===== src/rtl/sig_loader.sv =====
// Signature loader: streams seed_h then h2 words from a valid/ready input into the
// verifier memories, then starts the verifier and reports its completion.
module sig_loader #(
    parameter string    PARAMETER_SET = "L1",
    localparam int      LAMBDA        = (PARAMETER_SET == "L3") ? 192 :
                                        (PARAMETER_SET == "L5") ? 256 : 128,
    localparam int      SEED_WORDS    = LAMBDA / 32,
    localparam int      H2_WORDS      = (2 * LAMBDA) / 32,
    localparam int      SEED_AW       = $clog2(SEED_WORDS),
    localparam int      H2_AW         = $clog2(H2_WORDS)
) (
    input  logic               i_clk,
    input  logic               i_rst,
    input  logic               i_load,
    input  logic [31:0]        i_sig_data,
    input  logic               i_sig_valid,
    output logic               o_sig_ready,
    output logic [31:0]        o_seed_h,
    output logic [SEED_AW-1:0] o_seed_h_addr,
    output logic               o_seed_h_wr_en,
    output logic [31:0]        o_h2,
    output logic [H2_AW-1:0]   o_h2_addr,
    output logic               o_h2_wr_en,
    output logic               o_verify_start,
    input  logic               i_verify_done,
    output logic               o_busy,
    output logic               o_done
);

    // The h2 region is always the larger one, so its address width sizes the counter.
    localparam int                CNT_W     = H2_AW;
    localparam logic [CNT_W-1:0]  SEED_LAST = CNT_W'(SEED_WORDS - 1);
    localparam logic [CNT_W-1:0]  H2_LAST   = CNT_W'(H2_WORDS - 1);

    typedef enum logic [2:0] {
        S_IDLE      = 3'd0,
        S_LOAD_SEED = 3'd1,
        S_LOAD_H2   = 3'd2,
        S_START     = 3'd3,
        S_WAIT_DONE = 3'd4,
        S_DONE      = 3'd5
    } state_t;

    state_t               state_q, state_d;
    logic [CNT_W-1:0]     cnt_q, cnt_d;
    logic [31:0]          seed_data_q, seed_data_d;
    logic [SEED_AW-1:0]   seed_addr_q, seed_addr_d;
    logic                 seed_we_q, seed_we_d;
    logic [31:0]          h2_data_q, h2_data_d;
    logic [H2_AW-1:0]     h2_addr_q, h2_addr_d;
    logic                 h2_we_q, h2_we_d;
    logic                 start_q, start_d;
    logic                 busy_q, busy_d;
    logic                 done_q, done_d;
    logic                 ready_s;
    logic                 xfer_s;

    // Ready is a pure state decode so the upstream sees it without a cycle of lag.
    always_comb begin
        ready_s = 1'b0;
        if ((state_q == S_LOAD_SEED) || (state_q == S_LOAD_H2)) begin
            ready_s = 1'b1;
        end else begin
            ready_s = 1'b0;
        end
    end

    assign xfer_s = i_sig_valid & ready_s;

    // Next-state, counter and write-port computation.
    always_comb begin
        state_d     = state_q;
        cnt_d       = cnt_q;
        seed_data_d = seed_data_q;
        seed_addr_d = seed_addr_q;
        seed_we_d   = 1'b0;
        h2_data_d   = h2_data_q;
        h2_addr_d   = h2_addr_q;
        h2_we_d     = 1'b0;

        case (state_q)
            S_IDLE: begin
                cnt_d = '0;
                if (i_load) begin
                    state_d = S_LOAD_SEED;
                end else begin
                    state_d = S_IDLE;
                end
            end
            S_LOAD_SEED: begin
                if (xfer_s) begin
                    seed_data_d = i_sig_data;
                    seed_addr_d = cnt_q[SEED_AW-1:0];
                    seed_we_d   = 1'b1;
                    if (cnt_q == SEED_LAST) begin
                        cnt_d   = '0;
                        state_d = S_LOAD_H2;
                    end else begin
                        cnt_d   = cnt_q + CNT_W'(1);
                        state_d = S_LOAD_SEED;
                    end
                end else begin
                    state_d = S_LOAD_SEED;
                end
            end
            S_LOAD_H2: begin
                if (xfer_s) begin
                    h2_data_d = i_sig_data;
                    h2_addr_d = cnt_q;
                    h2_we_d   = 1'b1;
                    if (cnt_q == H2_LAST) begin
                        cnt_d   = '0;
                        state_d = S_START;
                    end else begin
                        cnt_d   = cnt_q + CNT_W'(1);
                        state_d = S_LOAD_H2;
                    end
                end else begin
                    state_d = S_LOAD_H2;
                end
            end
            S_START: begin
                state_d = S_WAIT_DONE;
            end
            S_WAIT_DONE: begin
                if (i_verify_done) begin
                    state_d = S_DONE;
                end else begin
                    state_d = S_WAIT_DONE;
                end
            end
            S_DONE: begin
                state_d = S_IDLE;
            end
            default: begin
                state_d = S_IDLE;
                cnt_d   = '0;
            end
        endcase
    end

    // Status flags are registered from the next state so they match the state exactly.
    always_comb begin
        start_d = (state_d == S_START);
        busy_d  = (state_d != S_IDLE);
        done_d  = (state_d == S_DONE);
    end

    // State and output registers.
    always_ff @(posedge i_clk or negedge i_rst) begin
        if (!i_rst) begin
            state_q     <= S_IDLE;
            cnt_q       <= '0;
            seed_data_q <= 32'd0;
            seed_addr_q <= '0;
            seed_we_q   <= 1'b0;
            h2_data_q   <= 32'd0;
            h2_addr_q   <= '0;
            h2_we_q     <= 1'b0;
            start_q     <= 1'b0;
            busy_q      <= 1'b0;
            done_q      <= 1'b0;
        end else begin
            state_q     <= state_d;
            cnt_q       <= cnt_d;
            seed_data_q <= seed_data_d;
            seed_addr_q <= seed_addr_d;
            seed_we_q   <= seed_we_d;
            h2_data_q   <= h2_data_d;
            h2_addr_q   <= h2_addr_d;
            h2_we_q     <= h2_we_d;
            start_q     <= start_d;
            busy_q      <= busy_d;
            done_q      <= done_d;
        end
    end

    assign o_sig_ready    = ready_s;
    assign o_seed_h       = seed_data_q;
    assign o_seed_h_addr  = seed_addr_q;
    assign o_seed_h_wr_en = seed_we_q;
    assign o_h2           = h2_data_q;
    assign o_h2_addr      = h2_addr_q;
    assign o_h2_wr_en     = h2_we_q;
    assign o_verify_start = start_q;
    assign o_busy         = busy_q;
    assign o_done         = done_q;

endmodule

===== config.mk =====
export PLATFORM = sky130hd
export DESIGN_NAME = sig_loader
export DESIGN_NICKNAME = d
export VERILOG_FILES = /design/src/rtl/sig_loader.sv
export SDC_FILE = /design/constraint.sdc
export NUM_CORES = 1
export LEC_CHECK = 0
export CORE_ASPECT_RATIO = 1.5
export CORE_MARGIN = 4
export CORE_UTILIZATION = 39
export DETAILED_ROUTE_END_ITERATION = 10
export GPL_TIMING_DRIVEN = 0
export PLACE_DENSITY = 0.69
export SLEW_MARGIN = 40
export SYNTH_ARGS = -nofsm -noshare
export SYNTH_HDL_FRONTEND = slang
export SYNTH_SLANG_ARGS = --single-unit

===== constraint.sdc =====
create_clock -name i_clk -period 2.1 [get_ports i_clk]
set_clock_uncertainty 0.05 [all_clocks]
set_input_delay 0.21 -clock i_clk [delete_from_list [all_inputs] [get_ports i_clk]]
set_output_delay 0.21 -clock i_clk [all_outputs]
set_load 0.02 [all_outputs]

==> reports/qor.yml <==
die:
  dieArea_um2: 10300
  dieWidth_um: 84.3
  start_util_pct: 40.2
  core_area_um2: 8460
  die_h_um: 122
  rows: 41
  io-pin-count: 112
synthesis:
  synth_seq_cells: 80
  yosysMostFrequentCell: "dfrtp_1"
  yosys-top-cells-count: "dfrtp_1 (80), mux2_4 (46), mux2_2 (23), nand2_1 (6), inv_1 (5)"
  syn-instance-count: 208
  seq_area_frac_synth_pct: 58.8
  yosysWarnings: 0
  ys.flop_type: "dfrtp_1"
  yosysTopAreaCellShare_pct: 58.8
  synth_cell_type_count: 31
  synth_edf_count: 0
  synth_area_leader_cell: "dfrtp_1"
  syn_area_um2: 3410
  ys_async_sr_fraction_pct: 100
  synth.area.top_cells: "dfrtp_1 (59%), mux2_4 (20%), mux2_2 (7.6%), buf_12 (2.4%), ha_1 (1.5%)"
  syn_area_per_cell_um2: 16.4
  syn-num-nets: 249
global_routing:
  grt_start_max_net_pins: 44
  antenna_found_initial: 0
  grt_pass1_vias: 2340
  track_usage_pct: 15.2
  grt_pass1_wl_um: 12200
  grt.overflow.total: 0
drt:
  drtIter0Drc: 46
  postRouteAntennaNets: 0
  routed_wl_um: 7440
  wl_per_cell_um: 16.8
  drt-pass1-iter-count: 4
  drcViolationCount: 0
  via_count: 2131
  via_per_inst: 4.81
clock_tree:
  clock_latency_ns: 0.33
  cts.reportedPaths.clkPinSlew_ns: 0.06
  cts_made_buffers: 9
  cts_root_buf: "clkbuf_16"
  cts_tree: "done"
  post-cts-setup-buffer-count: 0
  h-tree-depth: 3
  clockBufferDepth: 2
  numClockSinks: 80
timing:
  rsz0062_at_grt: "no"
  tightest_slew_ns: 0.395
  hold_violations: 0
  post-route-period-util_pct: 94.9
  tns_ns: 0
  timing.fmax_mhz: 502
  final_max_slew_viol_count: 0
  setup_viol: 0
  max_slew_margin_pct: 73.7
  min_period_ns: 1.99
job:
  drv_cap: 0
power:
  peakVddDrop_uv: 821
  power_mw: 7.68
  p_leak_nw: 2.21
  power_density_nw_per_um2: 1540
worst_setup_path:
  crit_type: "reg2out"
  crit_buf_inv: 2
  cp_slowest_stage_delay_ns: 0.61
  end_kind: "primary output"
  worstPathRequired_ns: 1.84
  cp.arrival_ns: 1.73
  critPathLaunchType: "flop"
  cp_cell_sequence: "clkbuf_2 > nor2_1 > clkdlybuf4s50_1"
  cpLargestDelayFamily: "buffers and inverters"
  slowest_stage: "clkdlybuf4s50_1"
  worstPathMaxFanout: 10
finish:
  nNetsFinal: 373
  antennaDiodeCount: 0
  final_cell_area_um2: 4990
  drive_gt1_share_pct: 28.6
  area_delta_synth_final_pct: 46.5
placed_design:
  gp_congestion: 0.741
  placed_area_um2: 4670
  post-dp-hpwl_um: 5360
  io_buffers: 111
hold_path:
  hp-class: "in2async"
run_status:
  outcome: "completed"
## power breakdown
| part | internal (mW) | switching (mW) | total (mW) |
|---|---|---|---|
| clock network | 1.01 | 0.569 | 1.58 |
| logic | 2.01 | 1.52 | 3.53 |
| registers | 2.18 | 0.386 | 2.57 |
## layout by cell type, fill, tap and decap left out, types with 4 or more instances in the layout
cell type	count
buf_6	4
clkdlybuf4s50_1	110
buf_12	5
dfrtp_1	80
ha_1	4
clkbuf_16	9
o21ai_0	4
inv_1	5
mux2_4	46
mux2_2	23
nand2_1	6
## registers in the layout (all words and copies together) (netlist names)
name,cells
o_h2,32
o_busy,1
cnt_q,3
o_seed_h_addr,2
o_seed_h,32
o_done,1
o_h2_wr_en,1
o_h2_addr,3
state_q,3
o_seed_h_wr_en,1
o_verify_start,1
## per-layer routing
metal  track usage, %  routed length [um]  vias up
met3             5.17                 494        9
met4             6.04                 101        0
li1                 -                   -      974
met2             25.8                3910       70
met5                0                   0        -
met1             17.6                2930     1078
## metrics by stage
stage	setup WS (ns)	hold slack, ns	utilization (%)	instances
after global placement	-2.04	0.440	54.9	426
after global routing	0.0447	0.309	59.0	443
after detailed placement	0.0959	0.0816	55.2	427
final	0.108	0.284	59.0	443
after floorplan	0.625	-0.136	-	208
after CTS	0.0555	0.290	59.0	443
## worst reg2reg max path, delay by kind of cell (launching register included)
kind / cells / cell delay, ns
flops: 1 / 0.46
buf+inv: 2 / 0.37
mux: 1 / 0.32
simple gates: 1 / 0.32
## path summary, 6_finish.rpt
path / from / end / slack [ns] / depth (start not counted)
setup / recovery: state_q[2] / o_sig_ready / 0.11 / 3
hold / removal: i_rst / cnt_q[0] / 0.28 / 2
setup reg to reg: state_q[2] / o_h2[18] / 0.47 / 4
hold reg to reg: o_seed_h[21] / o_seed_h[21] / 0.45 / 1
max in group asynchronous: i_rst / o_h2[19] / 1.17 / 3
min in group i_clk: i_verify_done / o_done / 0.42 / 2
## cell type report
class,instances,area [um^2]
Fill cell,696,3470
Sequential cell,80,2000
Multi-Input combinational cell,112,1250
Timing Repair Buffer,113,1140
Clock buffer,13,270
Tap cell,107,134
Buffer,11,131
Clock inverter,2,37.5
Inverter,5,18.8
## cell families (layout without fill, tap and decap cells)
family,Yosys count,after routing,synth area share (%)
flops,80,80,58.8
mux,70,70,28.2
simple gates,25,25,4.63
buf+inv,16,144,4.37
compound gates,11,11,2.02
fa+ha+maj,5,5,1.76
xor+xnor,1,1,0.257
## timing repair
item / in CTS / in global routing
setup endpoints to repair: 0 / 1
resized for setup: 0 / 2
hold buffers: 1 / 0
hold endpoints to repair: 37 / 0
Power figures use the tool's default switching activity.
